File: src/rtl/command_scheduler.sv
// -----------------------------------------------------------------------------
// command_scheduler
//   Picks one of the read/write pool heads using the priorities supplied by
//   timing_control, then sequences PRE/ACT/RD/WR to the DRAM while tracking the
//   open row of each bank and honouring tRP, tRCD, tCCD and tWTR. The winning
//   pool is popped in the access cycle, and the issued/last_* signals feed
//   back into timing_control.
//
// Ports
//   clk, rst                 clock, synchronous active-high reset
//   read_valid/write_valid   pool non-empty flags
//   read_row/read_bank       read pool head
//   write_row/write_bank     write pool head
//   read_priority/
//   write_priority           priority_t class (lower value wins)
//   write_urgent             write pool near full, breaks ties toward WRITE
//   cmd/cmd_row/cmd_bank     DRAM command (0 NOP, 1 ACT, 2 PRE, 3 RD, 4 WR)
//   read_pop/write_pop       one-cycle pool pops, only in the access cycle
//   read_issued/write_issued one-cycle pulses alongside RD/WR
//   last_row/last_bank       target of the most recent RD/WR
// -----------------------------------------------------------------------------
module command_scheduler #(
    parameter int T_RP  = 3,
    parameter int T_RCD = 3,
    parameter int T_CCD = 2,
    parameter int T_WTR = 4
) (
    input  logic       clk,
    input  logic       rst,
    input  logic       read_valid,
    input  logic       write_valid,
    input  logic [2:0] read_row,
    input  logic [1:0] read_bank,
    input  logic [2:0] write_row,
    input  logic [1:0] write_bank,
    input  logic [1:0] read_priority,
    input  logic [1:0] write_priority,
    input  logic       write_urgent,
    output logic [2:0] cmd,
    output logic [2:0] cmd_row,
    output logic [1:0] cmd_bank,
    output logic       read_pop,
    output logic       write_pop,
    output logic       read_issued,
    output logic       write_issued,
    output logic [2:0] last_row,
    output logic [1:0] last_bank
);

    typedef enum logic [2:0] {
        S_IDLE, S_PRE, S_WAIT_RP, S_ACT, S_WAIT_RCD, S_ACCESS, S_GAP
    } state_t;

    localparam logic [2:0] CMD_NOP = 3'd0;
    localparam logic [2:0] CMD_ACT = 3'd1;
    localparam logic [2:0] CMD_PRE = 3'd2;
    localparam logic [2:0] CMD_RD  = 3'd3;
    localparam logic [2:0] CMD_WR  = 3'd4;

    // Wait counters hold the number of extra wait cycles still to run after
    // the current one, so a wait of N cycles loads N-1.
    localparam logic [7:0] RP_LD  = (T_RP  > 1) ? 8'(T_RP  - 2) : 8'd0;
    localparam logic [7:0] RCD_LD = (T_RCD > 1) ? 8'(T_RCD - 2) : 8'd0;
    localparam logic [7:0] CCD_LD = (T_CCD > 1) ? 8'(T_CCD - 2) : 8'd0;
    localparam logic [7:0] WTR_LD = (T_WTR > 1) ? 8'(T_WTR - 1) : 8'd0;

    state_t          state_q, state_d;
    logic [7:0]      wait_q, wait_d;
    logic [7:0]      wtr_q, wtr_d;
    logic            dir_q, dir_d;          // 1 = WRITE
    logic [2:0]      row_q, row_d;
    logic [1:0]      bank_q, bank_d;
    logic [3:0]      open_valid_q, open_valid_d;
    logic [3:0][2:0] open_row_q, open_row_d;
    logic            last_dir_q, last_dir_d;
    logic [2:0]      last_row_q, last_row_d;
    logic [1:0]      last_bank_q, last_bank_d;
    logic [2:0]      cmd_q, cmd_d;
    logic [2:0]      cmd_row_q, cmd_row_d;
    logic [1:0]      cmd_bank_q, cmd_bank_d;
    logic            rd_pop_q, rd_pop_d;
    logic            wr_pop_q, wr_pop_d;
    logic            pick_wr;

    always_comb begin
        state_d      = state_q;
        wait_d       = wait_q;
        dir_d        = dir_q;
        row_d        = row_q;
        bank_d       = bank_q;
        open_valid_d = open_valid_q;
        open_row_d   = open_row_q;
        last_dir_d   = last_dir_q;
        last_row_d   = last_row_q;
        last_bank_d  = last_bank_q;
        cmd_d        = CMD_NOP;
        cmd_row_d    = 3'd0;
        cmd_bank_d   = 2'd0;
        rd_pop_d     = 1'b0;
        wr_pop_d     = 1'b0;

        // Direction arbitration: lower priority class wins; ties go to an
        // urgent write pool, otherwise stick with the previous direction.
        if (read_valid && write_valid) begin
            if (read_priority < write_priority)      pick_wr = 1'b0;
            else if (read_priority > write_priority) pick_wr = 1'b1;
            else                                     pick_wr = write_urgent | last_dir_q;
        end else begin
            pick_wr = write_valid;
        end

        case (state_q)
            S_IDLE: begin
                // A READ blocked by tWTR holds in IDLE; it does not fall back
                // to the write pool.
                if ((read_valid || write_valid) && (pick_wr || wtr_q == 8'd0)) begin
                    dir_d  = pick_wr;
                    row_d  = pick_wr ? write_row  : read_row;
                    bank_d = pick_wr ? write_bank : read_bank;
                    if (open_valid_q[bank_d] && open_row_q[bank_d] == row_d)
                        state_d = S_ACCESS;
                    else if (open_valid_q[bank_d])
                        state_d = S_PRE;
                    else
                        state_d = S_ACT;
                end
            end
            S_PRE: begin
                if (T_RP == 1) state_d = S_ACT;
                else begin
                    state_d = S_WAIT_RP;
                    wait_d  = RP_LD;
                end
            end
            S_WAIT_RP: begin
                if (wait_q == 8'd0) state_d = S_ACT;
                else                wait_d  = wait_q - 8'd1;
            end
            S_ACT: begin
                if (T_RCD == 1) state_d = S_ACCESS;
                else begin
                    state_d = S_WAIT_RCD;
                    wait_d  = RCD_LD;
                end
            end
            S_WAIT_RCD: begin
                if (wait_q == 8'd0) state_d = S_ACCESS;
                else                wait_d  = wait_q - 8'd1;
            end
            S_ACCESS: begin
                if (T_CCD == 1) state_d = S_IDLE;
                else begin
                    state_d = S_GAP;
                    wait_d  = CCD_LD;
                end
            end
            S_GAP: begin
                if (wait_q == 8'd0) state_d = S_IDLE;
                else                wait_d  = wait_q - 8'd1;
            end
            default: state_d = S_IDLE;
        endcase

        // Outputs are registered from the state being entered, so the command
        // appears in the same cycle the FSM sits in that state.
        case (state_d)
            S_PRE: begin
                cmd_d      = CMD_PRE;
                cmd_bank_d = bank_d;
            end
            S_ACT: begin
                cmd_d      = CMD_ACT;
                cmd_row_d  = row_d;
                cmd_bank_d = bank_d;
            end
            S_ACCESS: begin
                cmd_d      = dir_d ? CMD_WR : CMD_RD;
                cmd_row_d  = row_d;
                cmd_bank_d = bank_d;
                rd_pop_d   = ~dir_d;
                wr_pop_d   = dir_d;
            end
            default: ;
        endcase

        // Bank table follows the PRE/ACT actually issued this cycle.
        if (state_q == S_PRE) open_valid_d[bank_q] = 1'b0;
        if (state_q == S_ACT) begin
            open_valid_d[bank_q] = 1'b1;
            open_row_d[bank_q]   = row_q;
        end

        if (state_q == S_ACCESS) begin
            last_dir_d  = dir_q;
            last_row_d  = row_q;
            last_bank_d = bank_q;
        end

        // tWTR counter runs every cycle; a WR reloads it.
        wtr_d = (wtr_q != 8'd0) ? wtr_q - 8'd1 : 8'd0;
        if (state_q == S_ACCESS && dir_q) wtr_d = WTR_LD;
    end

    always_ff @(posedge clk) begin
        if (rst) begin
            state_q      <= S_IDLE;
            wait_q       <= 8'd0;
            wtr_q        <= 8'd0;
            dir_q        <= 1'b0;
            row_q        <= 3'd0;
            bank_q       <= 2'd0;
            open_valid_q <= '0;
            open_row_q   <= '0;
            last_dir_q   <= 1'b0;
            last_row_q   <= 3'd0;
            last_bank_q  <= 2'd0;
            cmd_q        <= CMD_NOP;
            cmd_row_q    <= 3'd0;
            cmd_bank_q   <= 2'd0;
            rd_pop_q     <= 1'b0;
            wr_pop_q     <= 1'b0;
        end else begin
            state_q      <= state_d;
            wait_q       <= wait_d;
            wtr_q        <= wtr_d;
            dir_q        <= dir_d;
            row_q        <= row_d;
            bank_q       <= bank_d;
            open_valid_q <= open_valid_d;
            open_row_q   <= open_row_d;
            last_dir_q   <= last_dir_d;
            last_row_q   <= last_row_d;
            last_bank_q  <= last_bank_d;
            cmd_q        <= cmd_d;
            cmd_row_q    <= cmd_row_d;
            cmd_bank_q   <= cmd_bank_d;
            rd_pop_q     <= rd_pop_d;
            wr_pop_q     <= wr_pop_d;
        end
    end

    assign cmd          = cmd_q;
    assign cmd_row      = cmd_row_q;
    assign cmd_bank     = cmd_bank_q;
    assign read_pop     = rd_pop_q;
    assign write_pop    = wr_pop_q;
    assign read_issued  = rd_pop_q;
    assign write_issued = wr_pop_q;
    assign last_row     = last_row_q;
    assign last_bank    = last_bank_q;

endmodule

File: config.mk
export PLATFORM = sky130hd
export DESIGN_NAME = command_scheduler
export DESIGN_NICKNAME = d
export VERILOG_FILES = /design/src/rtl/command_scheduler.sv
export SDC_FILE = /design/constraint.sdc
export NUM_CORES = 1
export LEC_CHECK = 0
export CAP_MARGIN = 30
export CORE_ASPECT_RATIO = 2
export CORE_UTILIZATION = 45
export DETAILED_ROUTE_END_ITERATION = 16
export PLACE_DENSITY_LB_ADDON = 0.15
export SLEW_MARGIN = 15
export SYNTH_ARGS = -nofsm -noshare
export SYNTH_HDL_FRONTEND = slang
export SYNTH_SLANG_ARGS = --single-unit
File: constraint.sdc
create_clock -name clk -period 3.3 [get_ports clk]
set_input_delay 0.495 -clock clk [delete_from_list [all_inputs] [get_ports clk]]
set_output_delay 0.495 -clock clk [all_outputs]
set_load 0.01 [all_outputs]
After elaboration in Yosys (flattened, before gate mapping)
Index checks and enable logic that the tools add are counted.
- output and inout port bits: 17
- input bits: 19
- flip-flop bits (word level): 57
- $add $sub $neg: 2
- $lt $le $gt $ge: 5
- muxes and demuxes: 35
- equality and inequality tests: 11
- reductions and logical operators: 21
- bitwise operators: 9
- operator list (cell ; count):
    $mux W3 ; 11
    $pmux W8 S3 ; 1
    $pmux W3 S7 ; 1
    $logic_not A8 Y1 ; 2
    $sub A8 B1 Y8 const B ; 2
    $bwmux W12 ; 1
    $eq A3 B3 Y1 const B ; 4
    $mux W2 ; 6
    $reduce_or A2 Y1 ; 5
    $eq A3 B2 Y1 const B ; 3
    $pmux W3 S3 ; 1
    $reduce_or A3 Y1 ; 3
    $mux W4 ; 2
    $mux W8 ; 1
    $reduce_bool A8 Y1 ; 1
    $mux W1 ; 7
    $bmux W3 S2 ; 1
    $demux W3 S2 ; 1
    $eq A3 B1 Y1 const B ; 2
    $lt A2 B3 Y1 const B ; 2
    $logic_and A1 B1 Y1 ; 5
    $not A1 Y1 ; 5
    $and A4 B4 Y4 ; 1
    $not A4 Y4 ; 1
    13 further kinds ; 14

Longest topological paths before layout
- depth after elaboration: 16
- gate-level depth with buffers: 12
- depth with buffers taken out: 11

Least setup slack after synthesis
No wires, ideal clock.
- kind: input port to flip-flop
- start: in read_priority[0]
- end: reg cmd_row_q[0] (netlist: cmd_row[0])
- slack: 0.307 ns
- arrival: 2.844 ns
- setup time: 0.149 ns
- stages on the path: 12
- path buffers: 1
- cell sequence: inv_1 ha_1 nand2b_4 or3_4 buf_6 a22oi_2 a311oi_2 a2111oi_4 o2111ai_2 or4_4 nand3_2 a2111oi_1
- longest elaborated chain between the ends: 16
- RTL lines (what ; RTL line ; RTL):
    start: declaration ; 36 ; input logic [1:0] read_priority,
    $gt A2 B2 Y1 ; 106 ; else if (read_priority > write_priority) pick_wr = 1'b1;
    $mux W1 ; 106 ;
    $mux W1 * ; 105 ; if (read_priority < write_priority) pick_wr = 1'b0;
    $mux W1 * ; 104 ; if (read_valid && write_valid) begin
    $mux W2 ; 119 ; bank_d = pick_wr ? write_bank : read_bank;
    $bmux W3 S2 ; 120 ; if (open_valid_q[bank_d] && open_row_q[bank_d] == row_d)
    $mux W3 (not written as such) ; 120 ;
    $eq A3 B3 Y1 ; 120 ;
    $logic_and A1 B1 Y1 ; 120 ;
    $mux W3 ; 120 ;
    $mux W3 ; 116 ; if ((read_valid || write_valid) && (pick_wr || wtr_q == 8'd0)) begin
    $pmux W3 S7 ; 112 ; case (state_q)
    $eq A3 B3 Y1 or $eq A3 B2 Y1 (tied branches) ; 166 ; case (state_d)
    $reduce_or A2 Y1 (no source line) ; - ;
    $not A1 Y1 (no source line) ; - ;
    $reduce_or A2 Y1 (no source line) ; - ;
    end signal: assignment ; 235 ; cmd_row_q <= cmd_row_d;
    end: declaration ; 79 ; logic [2:0] cmd_row_q, cmd_row_d;
Every way passes the cells marked *; elsewhere a longest branch is shown, timed or not. The select of a mux whose other input is x is not followed.
A chain may end at the register's enable or synchronous reset.

Worst setup path in the final report
- start: in read_valid
- end: reg cmd_row_q[1] (netlist: cmd_row[1])
- longest elaborated chain between the ends: 14
- RTL lines (what ; RTL line ; RTL):
    start: declaration ; 30 ; input logic read_valid,
    $logic_and A1 B1 Y1 ; 104 ;
    $mux W1 ; 104 ;
    $mux W2 ; 119 ;
    $bmux W3 S2 ; 120 ;
    $mux W3 (not written as such) ; 120 ;
    $eq A3 B3 Y1 ; 120 ;
    $logic_and A1 B1 Y1 ; 120 ;
    $mux W3 ; 120 ;
    $mux W3 ; 116 ;
    $pmux W3 S7 ; 112 ;
    $eq A3 B3 Y1 or $eq A3 B2 Y1 (tied branches) ; 166 ;
    $reduce_or A2 Y1 (no source line) ; - ;
    $not A1 Y1 (no source line) ; - ;
    $reduce_or A2 Y1 (no source line) ; - ;
Parallel ways exist; a longest one is shown, timed or not. The select of a mux whose other input is x is not followed.

==> flow_summary.json <==
{
  "run_status": "completed",
  "start_kind": "primary input",
  "wl_per_cell_um": 16.7,
  "synth_top_area_share_pct": 37.5,
  "critPathMaxFanout": 4,
  "grtUsageMet2_pct": 46.5,
  "area_delta_synth_final_pct": 34.1,
  "final_max_slew_viol_count": 0,
  "cpMaxStageDelayCell": "clkdlybuf4s50_1",
  "io_buffers": 35,
  "grt_busiest_layer": "met2",
  "cp.buffers_inverters": 2,
  "grt_use_met1_pct": 23.6,
  "dp_hpwl_um": 6150,
  "floorplan.initialDensity_pct": 46.3,
  "final_cell_mix": "57 x dfxtp_1, 49 x nor2_1, 42 x nand2_1",
  "diodes": 0,
  "cts_sinks": 57,
  "pre_cts_slack_ns": -0.442,
  "period_needed_ns": 3.19,
  "grt_pass1_wl_um": 13000,
  "layout-drive-gt1-share_pct": 20.4,
  "cts_buffer_depth": 2,
  "drtPass1Iterations": 6,
  "ys_types": 64,
  "postPlaceCellArea_um2": 3590,
  "final_antenna_net_count": 0,
  "fillers": 603,
  "clk_pin_slew_worst_paths_ns": 0.05,
  "multi_input_area_um2": 1890,
  "avgSynthCellArea_um2": 8.54,
  "grt_usage_pct": 25.0,
  "power_density_nw_per_um2": 753,
  "cts_tree": "yes",
  "cts_inserted_buffers": 9,
  "gr-total-overflow": 0,
  "synth_ff_type": "dfxtp_1",
  "final_common_cell": "dfxtp_1",
  "die_h_um": 118,
  "vdd_ir_drop_max_v": 0.000305,
  "synth_async_sr_flop_share_pct": 0,
  "drt_iter0_drc": 99,
  "antenna_found_initial": 0,
  "grtUsageMet3_pct": 4.81,
  "max_stage_delay_ns": 0.52,
  "cp.depth": 11,
  "fmax_mhz": 313,
  "final_nets": 437,
  "holdPathStages": 2,
  "cp_data_arrival_time_ns": 3.40,
  "htreeDepth": 3,
  "cap_violations": 0,
  "cts-root-buf": "clkbuf_16",
  "relSlewSlack_pct": 42.9,
  "via_per_inst": 5.55,
  "drc": 0,
  "grt_pass1_vias": 2683,
  "synth_cells": 356,
  "synth_edf_count": 0,
  "stdcell_area_um2": 4080,
  "clkLatencyLatePin_ns": 0.33,
  "ys_seq_area_share_pct": 37.5,
  "wl_um": 8440,
  "finalNonFillerCells": 505,
  "final_hold_viol_count": 0,
  "synth_nets": 381,
  "ys_top_cells_by_area": "dfxtp_1 38%, nor2_1 6.2%, mux2i_1 5.9%, nand2_1 5.2%, a21oi_1 3.1%",
  "seqCellArea_um2": 1140,
  "yosys_warnings": 0,
  "io-pin-count": 36,
  "numPlacedInstances": 483,
  "synth_area_um2": 3040,
  "die_area_um2": 7110,
  "cp.required_ns": 3.51,
  "path_delay_family": "simple AND/OR/NAND/NOR gates",
  "setup_viol": 0,
  "crit_chain": "clkdlybuf4s50_1 -> nand2_2 -> or3_4 -> and3_1 -> o2bb2a_1 -> mux2i_1 -> o2111ai_2 -> buf_4 -> nor4_4 -> o21ai_2 -> a2111oi_2",
  "finalCritPeriodShare_pct": 96.7,
  "synth_seq_cells": 57,
  "reg2reg_depth": 9,
  "skew_ns": 0.00679,
  "yosysTopAreaCell": "dfxtp_1",
  "p_leak_nw": 1.57,
  "grt_max_degree": 23,
  "row_count": 42,
  "fin_ws_ns": 0.109,
  "hold_ws_ns": 0.458,
  "num_vias": 2804,
  "tightest_slew_ns": 0.854,
  "worstSetupEndpointType": "flip-flop",
  "coreArea_um2": 6570,
  "final_util_pct": 62.0,
  "path_class": "primary input to flip-flop",
  "die_w_um": 60.1,
  "place_congestion": 0.992,
  "hp-class": "flip-flop to flip-flop"
}
final timing paths:
check / slack, ns / startpoint / to
min reg2reg: 0.46 / last_bank[0]$_SDFFE_PP0N_ / last_bank[0]$_SDFFE_PP0N_
max reg2reg: 0.49 / last_dir_q$_SDFFE_PP0N_ / cmd_row[1]$_SDFF_PP0_
max: 0.11 / read_valid / cmd_row[1]$_SDFF_PP0_
min: 0.46 / last_bank[0]$_SDFFE_PP0N_ / last_bank[0]$_SDFFE_PP0N_
per-stage QoR:
step / power (mW) / TNS [ns]
global route: 3.25 / -0.0262
finish: 3.07 / 0
CTS: 3.08 / 0
detailed placement: 2.05 / -3.00
global placement: 2.02 / -2.58
floorplan: 1.74 / 0
where the power goes:
group / leakage (nW) / total, mW / internal [mW] / switching, mW
combinational: 0.964 / 1.10 / 0.495 / 0.610
sequential: 0.464 / 0.991 / 0.828 / 0.163
clock: 0.146 / 0.974 / 0.659 / 0.315
layer usage:
layer,vias to the layer above,routed length (um)
li1,1378,-
met1,1317,2900
met2,72,4860
met3,37,243
met4,0,441
met5,-,0
repair_timing:
action	CTS	global route
setup endpoints to repair	5	7
buffers inserted	3	1
hold buffers	0	0
pin swaps	5	18
resized for setup	11	19
hold endpoints to repair	0	0
cloned	1	2
state kept, by name, indices dropped and copies added, names as in the netlist, 2 cells and up, named ones only:
register	flops
last_row	3
cmd_row	3
wtr_q	8
row_q	3
state_q	3
bank_q	2
cmd_bank	2
last_bank	2
open_row_q	12
wait_q	8
cmd	3
Yosys cell counts, types with 4 or more instances:
library cell  count
a211oi_1         11
mux2i_1          18
nand3_1           6
nor3_1           13
a22oi_1           7
dfxtp_1          57
nor3b_1           4
nand2b_1          9
nor4_1            4
clkbuf_1         14
xnor2_1          10
nand2_1          42
o21ai_0           6
ha_1              6
nor2_1           50
a21oi_1          19
inv_1            13
worst min-delay path, stage by stage (launching register included):
cell and delay [ns]:
dfxtp_1 0.31, nand2_1 0.05, a21oi_1 0.05
cell type report:
| class | count | share of cell area [%] |
|---|---|---|
| multi-input cells | 268 | 46.3 |
| inverters | 13 | 1.20 |
| clock buffers | 11 | 5.71 |
| repair buffers | 63 | 14.1 |
| clock inverters | 5 | 1.96 |
| well taps | 88 | 2.70 |
| flip-flops and latches | 57 | 28.0 |
cells by family after synthesis:
| group | after synthesis | synth area share [%] |
|---|---|---|
| AOI/OAI and AO/OA | 74 | 18.7 |
| xor gates and xnor gates | 13 | 3.75 |
| adders and majority gates | 6 | 2.47 |
| buffers and inverters | 33 | 4.65 |
| DFF | 57 | 37.5 |
| muxes | 20 | 6.75 |
| and+or+nand+nor | 153 | 26.1 |
Note: power is estimated with default switching activity, not from simulation.
